### src/rtl/lcd_spi_pkg.sv
`default_nettype none
// ============================================================================
// Module   : lcd_spi_pkg
// Brief    : Shared types and constants for the LCD SPI write scheduler.
// Revision : 1.0 - initial release
// ============================================================================
package lcd_spi_pkg;

    typedef enum logic [1:0] {
        ST_IDLE  = 2'd0,
        ST_SETUP = 2'd1,
        ST_SHIFT = 2'd2,
        ST_GAP   = 2'd3
    } lcd_state_t;

    localparam logic RS_CMD  = 1'b0;
    localparam logic RS_DATA = 1'b1;

    localparam int CMD_BITS = 8;
    localparam int PIX_BITS = 16;

endpackage
`default_nettype wire

### src/rtl/lcd_spi_shifter.sv
`default_nettype none
// ============================================================================
// Module   : lcd_spi_shifter
// Brief    : Serializes one 8- or 16-bit unit MSB-first with SPI mode-0 timing.
// Revision : 1.0 - initial release
// ============================================================================
module lcd_spi_shifter
    import lcd_spi_pkg::*;
#(
    parameter int CLK_DIV = 2
) (
    input  logic        clk,
    input  logic        reset,
    input  logic        i_start,
    input  logic [4:0]  i_nbits,
    input  logic        i_rs,
    input  logic [15:0] i_word,
    output logic        o_done,
    output logic        o_lcd_clk,
    output logic        o_lcd_cs,
    output logic        o_lcd_rs,
    output logic        o_lcd_data
);

    localparam logic [7:0] c_PH_LAST = 8'(CLK_DIV - 1);

    lcd_state_t  r_state;
    logic [7:0]  r_phase;
    logic [4:0]  r_bit;
    logic [14:0] r_shift;
    logic        r_sclk;
    logic        r_cs;
    logic        r_rs;
    logic        r_data;

    logic        w_ph_end;

    assign w_ph_end = (r_phase == c_PH_LAST);
    assign o_done   = (r_state == ST_GAP) && w_ph_end;

    assign o_lcd_clk  = r_sclk;
    assign o_lcd_cs   = r_cs;
    assign o_lcd_rs   = r_rs;
    assign o_lcd_data = r_data;

    // r_bit holds the number of bits still to follow the one on the wire.
    always_ff @(posedge clk) begin
        if (reset) begin
            r_state <= ST_IDLE;
            r_phase <= 8'd0;
            r_bit   <= 5'd0;
            r_shift <= 15'd0;
            r_sclk  <= 1'b0;
            r_cs    <= 1'b1;
            r_rs    <= 1'b1;
            r_data  <= 1'b1;
        end else begin
            case (r_state)
                ST_IDLE: begin
                    r_phase <= 8'd0;
                    if (i_start) begin
                        r_state <= ST_SETUP;
                        r_shift <= i_word[14:0];
                        r_bit   <= i_nbits - 5'd1;
                        r_cs    <= 1'b0;
                        r_rs    <= i_rs;
                        r_data  <= i_word[15];
                    end
                end
                ST_SETUP: begin
                    if (w_ph_end) begin
                        r_phase <= 8'd0;
                        r_state <= ST_SHIFT;
                        r_sclk  <= 1'b1;
                    end else begin
                        r_phase <= r_phase + 8'd1;
                    end
                end
                ST_SHIFT: begin
                    if (!w_ph_end) begin
                        r_phase <= r_phase + 8'd1;
                    end else begin
                        r_phase <= 8'd0;
                        if (r_sclk) begin
                            r_sclk <= 1'b0;
                            if (r_bit != 5'd0) begin
                                r_shift <= {r_shift[13:0], 1'b0};
                                r_data  <= r_shift[14];
                            end
                        end else if (r_bit == 5'd0) begin
                            r_state <= ST_GAP;
                            r_cs    <= 1'b1;
                            r_rs    <= 1'b1;
                            r_data  <= 1'b1;
                        end else begin
                            r_bit  <= r_bit - 5'd1;
                            r_sclk <= 1'b1;
                        end
                    end
                end
                ST_GAP: begin
                    if (w_ph_end) begin
                        r_phase <= 8'd0;
                        r_state <= ST_IDLE;
                    end else begin
                        r_phase <= r_phase + 8'd1;
                    end
                end
                default: r_state <= ST_IDLE;
            endcase
        end
    end

endmodule
`default_nettype wire

### src/rtl/lcd_spi_scheduler.sv
`default_nettype none
// ============================================================================
// Module   : lcd_spi_scheduler
// Brief    : Arbitrates command and pixel requesters onto one LCD SPI channel.
// Revision : 1.0 - initial release
// ============================================================================
module lcd_spi_scheduler
    import lcd_spi_pkg::*;
#(
    parameter int CLK_DIV       = 2,
    parameter int CMD_BURST_MAX = 8
) (
    input  logic        clk,
    input  logic        reset,
    input  logic        cmd_valid,
    output logic        cmd_ready,
    input  logic [8:0]  cmd_data,
    input  logic        cmd_lock,
    input  logic        pix_valid,
    output logic        pix_ready,
    input  logic [15:0] pix_data,
    output logic        busy,
    output logic        lcd_clk,
    output logic        lcd_cs,
    output logic        lcd_rs,
    output logic        lcd_data
);

    localparam int              c_SW         = $clog2(CMD_BURST_MAX + 1);
    localparam logic [c_SW-1:0] c_STARVE_MAX = c_SW'(CMD_BURST_MAX);

    logic [c_SW-1:0] r_starve;
    logic            r_busy;

    logic            w_idle;
    logic            w_pix_sel;
    logic            w_pix_go;
    logic            w_cmd_go;
    logic            w_start;
    logic            w_done;
    logic [4:0]      w_nbits;
    logic            w_rs;
    logic [15:0]     w_word;

    // The pixel port wins only when commands are absent or have starved it.
    assign w_idle    = !r_busy && !reset;
    assign w_pix_sel = pix_valid && !cmd_lock &&
                       (!cmd_valid || (r_starve == c_STARVE_MAX));
    assign w_pix_go  = w_idle && w_pix_sel;
    assign w_cmd_go  = w_idle && cmd_valid && !w_pix_sel;
    assign w_start   = w_pix_go || w_cmd_go;

    assign cmd_ready = w_cmd_go;
    assign pix_ready = w_pix_go;
    assign busy      = r_busy;

    assign w_nbits = w_pix_go ? 5'(PIX_BITS) : 5'(CMD_BITS);
    assign w_rs    = w_pix_go ? RS_DATA : cmd_data[8];
    assign w_word  = w_pix_go ? pix_data : {cmd_data[7:0], 8'h00};

    always_ff @(posedge clk) begin
        if (reset) begin
            r_busy <= 1'b0;
        end else if (w_start) begin
            r_busy <= 1'b1;
        end else if (w_done) begin
            r_busy <= 1'b0;
        end
    end

    always_ff @(posedge clk) begin
        if (reset) begin
            r_starve <= '0;
        end else if (w_pix_go) begin
            r_starve <= '0;
        end else if (w_cmd_go) begin
            if (!pix_valid) begin
                r_starve <= '0;
            end else if (r_starve != c_STARVE_MAX) begin
                r_starve <= r_starve + 1'b1;
            end
        end
    end

    lcd_spi_shifter #(
        .CLK_DIV (CLK_DIV)
    ) u_shifter (
        .clk        (clk),
        .reset      (reset),
        .i_start    (w_start),
        .i_nbits    (w_nbits),
        .i_rs       (w_rs),
        .i_word     (w_word),
        .o_done     (w_done),
        .o_lcd_clk  (lcd_clk),
        .o_lcd_cs   (lcd_cs),
        .o_lcd_rs   (lcd_rs),
        .o_lcd_data (lcd_data)
    );

endmodule
`default_nettype wire
### config.mk
export PLATFORM = sky130hd
export DESIGN_NAME = lcd_spi_scheduler
export DESIGN_NICKNAME = d
export VERILOG_FILES = /design/src/rtl/lcd_spi_pkg.sv /design/src/rtl/lcd_spi_shifter.sv /design/src/rtl/lcd_spi_scheduler.sv
export SDC_FILE = /design/constraint.sdc
export NUM_CORES = 1
export LEC_CHECK = 0
export CAP_MARGIN = 5
export CELL_PAD_IN_SITES_DETAIL_PLACEMENT = 2
export CELL_PAD_IN_SITES_GLOBAL_PLACEMENT = 2
export CORE_ASPECT_RATIO = 1.4
export CORE_MARGIN = 3
export CORE_UTILIZATION = 33
export CTS_BUF_LIST = sky130_fd_sc_hd__clkbuf_4
export DETAILED_ROUTE_END_ITERATION = 8
export MAX_ROUTING_LAYER = met4
export PLACE_DENSITY = 0.85
export SYNTH_ARGS = -nofsm -noshare
export SYNTH_HDL_FRONTEND = slang
export SYNTH_SLANG_ARGS = --single-unit
### constraint.sdc
create_clock -name clk -period 3.25 [get_ports clk]
set_clock_uncertainty 0.15 [all_clocks]
set_input_delay 0.4875 -clock clk [delete_from_list [all_inputs] [get_ports clk]]
set_output_delay 0.4875 -clock clk [all_outputs]
set_load 0.05 [all_outputs]
==> reports/metrics.yaml <==
status:
  outcome: "finished, final reports clean"
drt:
  drc_errors: 0
  vias_per_cell: 5.47
  vias: 2018
  postRouteAntennaNets: 0
  wl_per_cell_microns: 16.4
  firstDrtPassIters: 4
  drtIter0Drc: 74
  wl_microns: 6070
clock_network:
  cts_tree: "yes"
  cts_setup_buffers: 0
  cts_buffers: 5
  root_buffer: "clkbuf_4"
  h-tree-depth: 2
  numClockSinks: 39
  clk_path_buf_depth: 2
  clk_latency_ns: 0.34
  cts.clk_slew.worst_paths_ns: 0.11
  cts_resized: 0
  cts.hold.buffers_added: 0
worst_setup_path:
  crit_chain: "clkdlybuf4s50_1, or4b_4, a21oi_4, buf_12"
  crit_arrival_ns: 2.14
  slowest_stage: "clkdlybuf4s50_1"
  critPathKind: "in2out"
  path_max_fanout: 13
  cp-end-kind: "primary output"
  setup.worst_path.start_class: "input port"
  worstPathRequired_ns: 2.61
  max_stage_delay_ns: 0.54
yosys:
  netlist_instances: 261
  synth_fp_nets: 300
  yosysWarnings: 0
  syn_area_per_cell_sq_um: 8.55
  ys_async_sr_fraction_pct: 0
  synth_area_sq_um: 2230
  synth_top_area_share_pct: 35.0
  synth_area_leaders: "dfxtp_1 35%, ha_1 5.0%, nor2_1 4.5%, mux2_2 4.0%, a21oi_1 3.6%"
  ys_ff_latch: 39
  synth_edf_count: 0
  synth_seq_area_share_pct: 35.0
  netlist_top_cells_count: "39 x dfxtp_1, 27 x nor2_1, 19 x nand2_1"
  ys_types: 50
  yosysTopAreaCell: "dfxtp_1"
  yosysMostFrequentCell: "dfxtp_1"
  synthFlopType: "dfxtp_1"
global_route:
  overflow: 0
  grt_pass1_wl_microns: 10300
  antenna_found_initial: 0
  grt_pass1_vias: 2179
  groute.usage.overall_pct: 17.5
  grt_max_degree: 33
die:
  die_y_microns: 103
  start_util_pct: 35.0
  ios: 37
  die_area_sq_um: 7800
  fp.dieW_microns: 75.5
  fp-row-count: 34
  core-area_sq_um: 6380
sta:
  max_freq_mhz: 360
  finalMaxSlewViolations: 0
  min_period_ns: 2.78
  tns_ns: 0
  fin_ws_ns: 0.475
  relSlewSlack_pct: 56.5
  finalSetupViolCount: 0
  fin_crit_sh_pct: 85.4
  worstMarginPinSlew_ns: 0.650
  grt_setup_unrepaired: "false"
  hold_violations: 0
power:
  powerDensity_nw_per_um2: 657
  leakage_uw: 0.000970
  peakVddDrop_uv: 329
place:
  dp_hpwl_microns: 4450
  pre_cts_slack_ns: 0.348
  gp_congestion: 0.782
  port_buffers: 36
final_layout:
  area_growth_pct: 21.8
  final_nets: 335
  diodes: 0
  final_layout_size_suffix_gt1_share_pct: 10.4
  nFillCells: 744
job:
  max-cap-violations: 0
worst_hold_path:
  hold_class: "reg2reg"
[logic make-up after synthesis]
logic type                 after synthesis  share of synthesized area, %
adders and majority gates                9                          5.04
AOI/OAI and AO/OA                       69                          22.6
buffers and inverters                   32                          6.84
DFF                                     39                          35.0
muxes                                    9                          4.48
xor gates and xnor gates                10                          3.92
and+or+nand+nor                         93                          22.1
[power by group]
group / internal [uW] / switching (uW)
combinational: 331 / 493
clock: 88.8 / 165
sequential: 613 / 97.6
[through the flow]
step | cell area (sq um) | util (%) | cells | hold slack (ns) | total power, uW
floorplan | 2230 | - | 261 | 0.280 | 1320
global placement | 2670 | 41.8 | 361 | 0.294 | 1510
detailed placement | 2670 | 41.8 | 361 | 0.307 | 1550
CTS | 2720 | 42.6 | 369 | 0.335 | 1820
global route | 2720 | 42.6 | 369 | 0.356 | 1950
finish | 2720 | 42.6 | 369 | 0.326 | 1790
[registers in the layout, indices dropped and copies added (netlist names)]
signal / cells
u_shifter.o_lcd_clk: 1
r_starve: 4
busy: 1
u_shifter.o_lcd_rs: 1
u_shifter.r_shift: 15
u_shifter.r_bit: 5
u_shifter.r_state: 2
u_shifter.o_lcd_data: 1
u_shifter.r_phase: 8
u_shifter.o_lcd_cs: 1
[area by class of cell]
type | count | area (sq um) | share of cell area, %
clock inverters | 2 | 7.51 | 0.276
clock buffers | 6 | 45.0 | 1.66
flip-flops and latches | 39 | 781 | 28.7
repair buffers | 43 | 433 | 15.9
inverters | 17 | 63.8 | 2.35
multi-input cells | 190 | 1300 | 47.8
well taps | 72 | 90.1 | 3.31
[placed cells by master (no fill, tap or decap), types with 3 or more instances in the layout]
cell type / Yosys / routed
a21oi_1: 16 / 16
xor2_1: 5 / 5
buf_4: 1 / 7
clkinv_1: 1 / 3
o21ai_0: 7 / 7
o31ai_1: 8 / 8
nand3_1: 7 / 7
clkdlybuf4s50_1: 0 / 34
o22ai_1: 3 / 3
and3_1: 3 / 3
mux2_2: 8 / 8
a311oi_1: 7 / 7
nor2_1: 27 / 27
o211ai_1: 8 / 8
ha_1: 9 / 9
nand3b_1: 8 / 8
clkbuf_4: 0 / 6
nand2b_1: 7 / 7
inv_1: 16 / 16
a31oi_1: 3 / 3
nand2_1: 19 / 19
dfxtp_1: 39 / 39
nor3_1: 8 / 8
xnor2_1: 5 / 5
[critical path: cells and delay by family]
family,cells,cell delay (ns)
simple gates,1,0.50
buf+inv,2,0.74
compound gates,1,0.40
[path summary, 6_finish.rpt]
path         slack [ns]  cells past startpoint                   end                  from
max                0.47                      4             pix_ready             pix_valid
min                0.33                      1  u_shifter.r_phase[0]  u_shifter.r_phase[0]
max reg2reg        0.86                      7  u_shifter.r_shift[1]  u_shifter.r_state[0]
min reg2reg        0.33                      1  u_shifter.r_phase[0]  u_shifter.r_phase[0]
[per-layer routing]
layer,wire length (microns),up-vias,track usage [%]
met5,0,-,-
met3,165,6,3.00
met4,50,0,4.44
li1,-,1007,-
met1,2700,978,20.7
met2,3160,27,30.1
No activity file was read; power rests on OpenSTA's default activity.
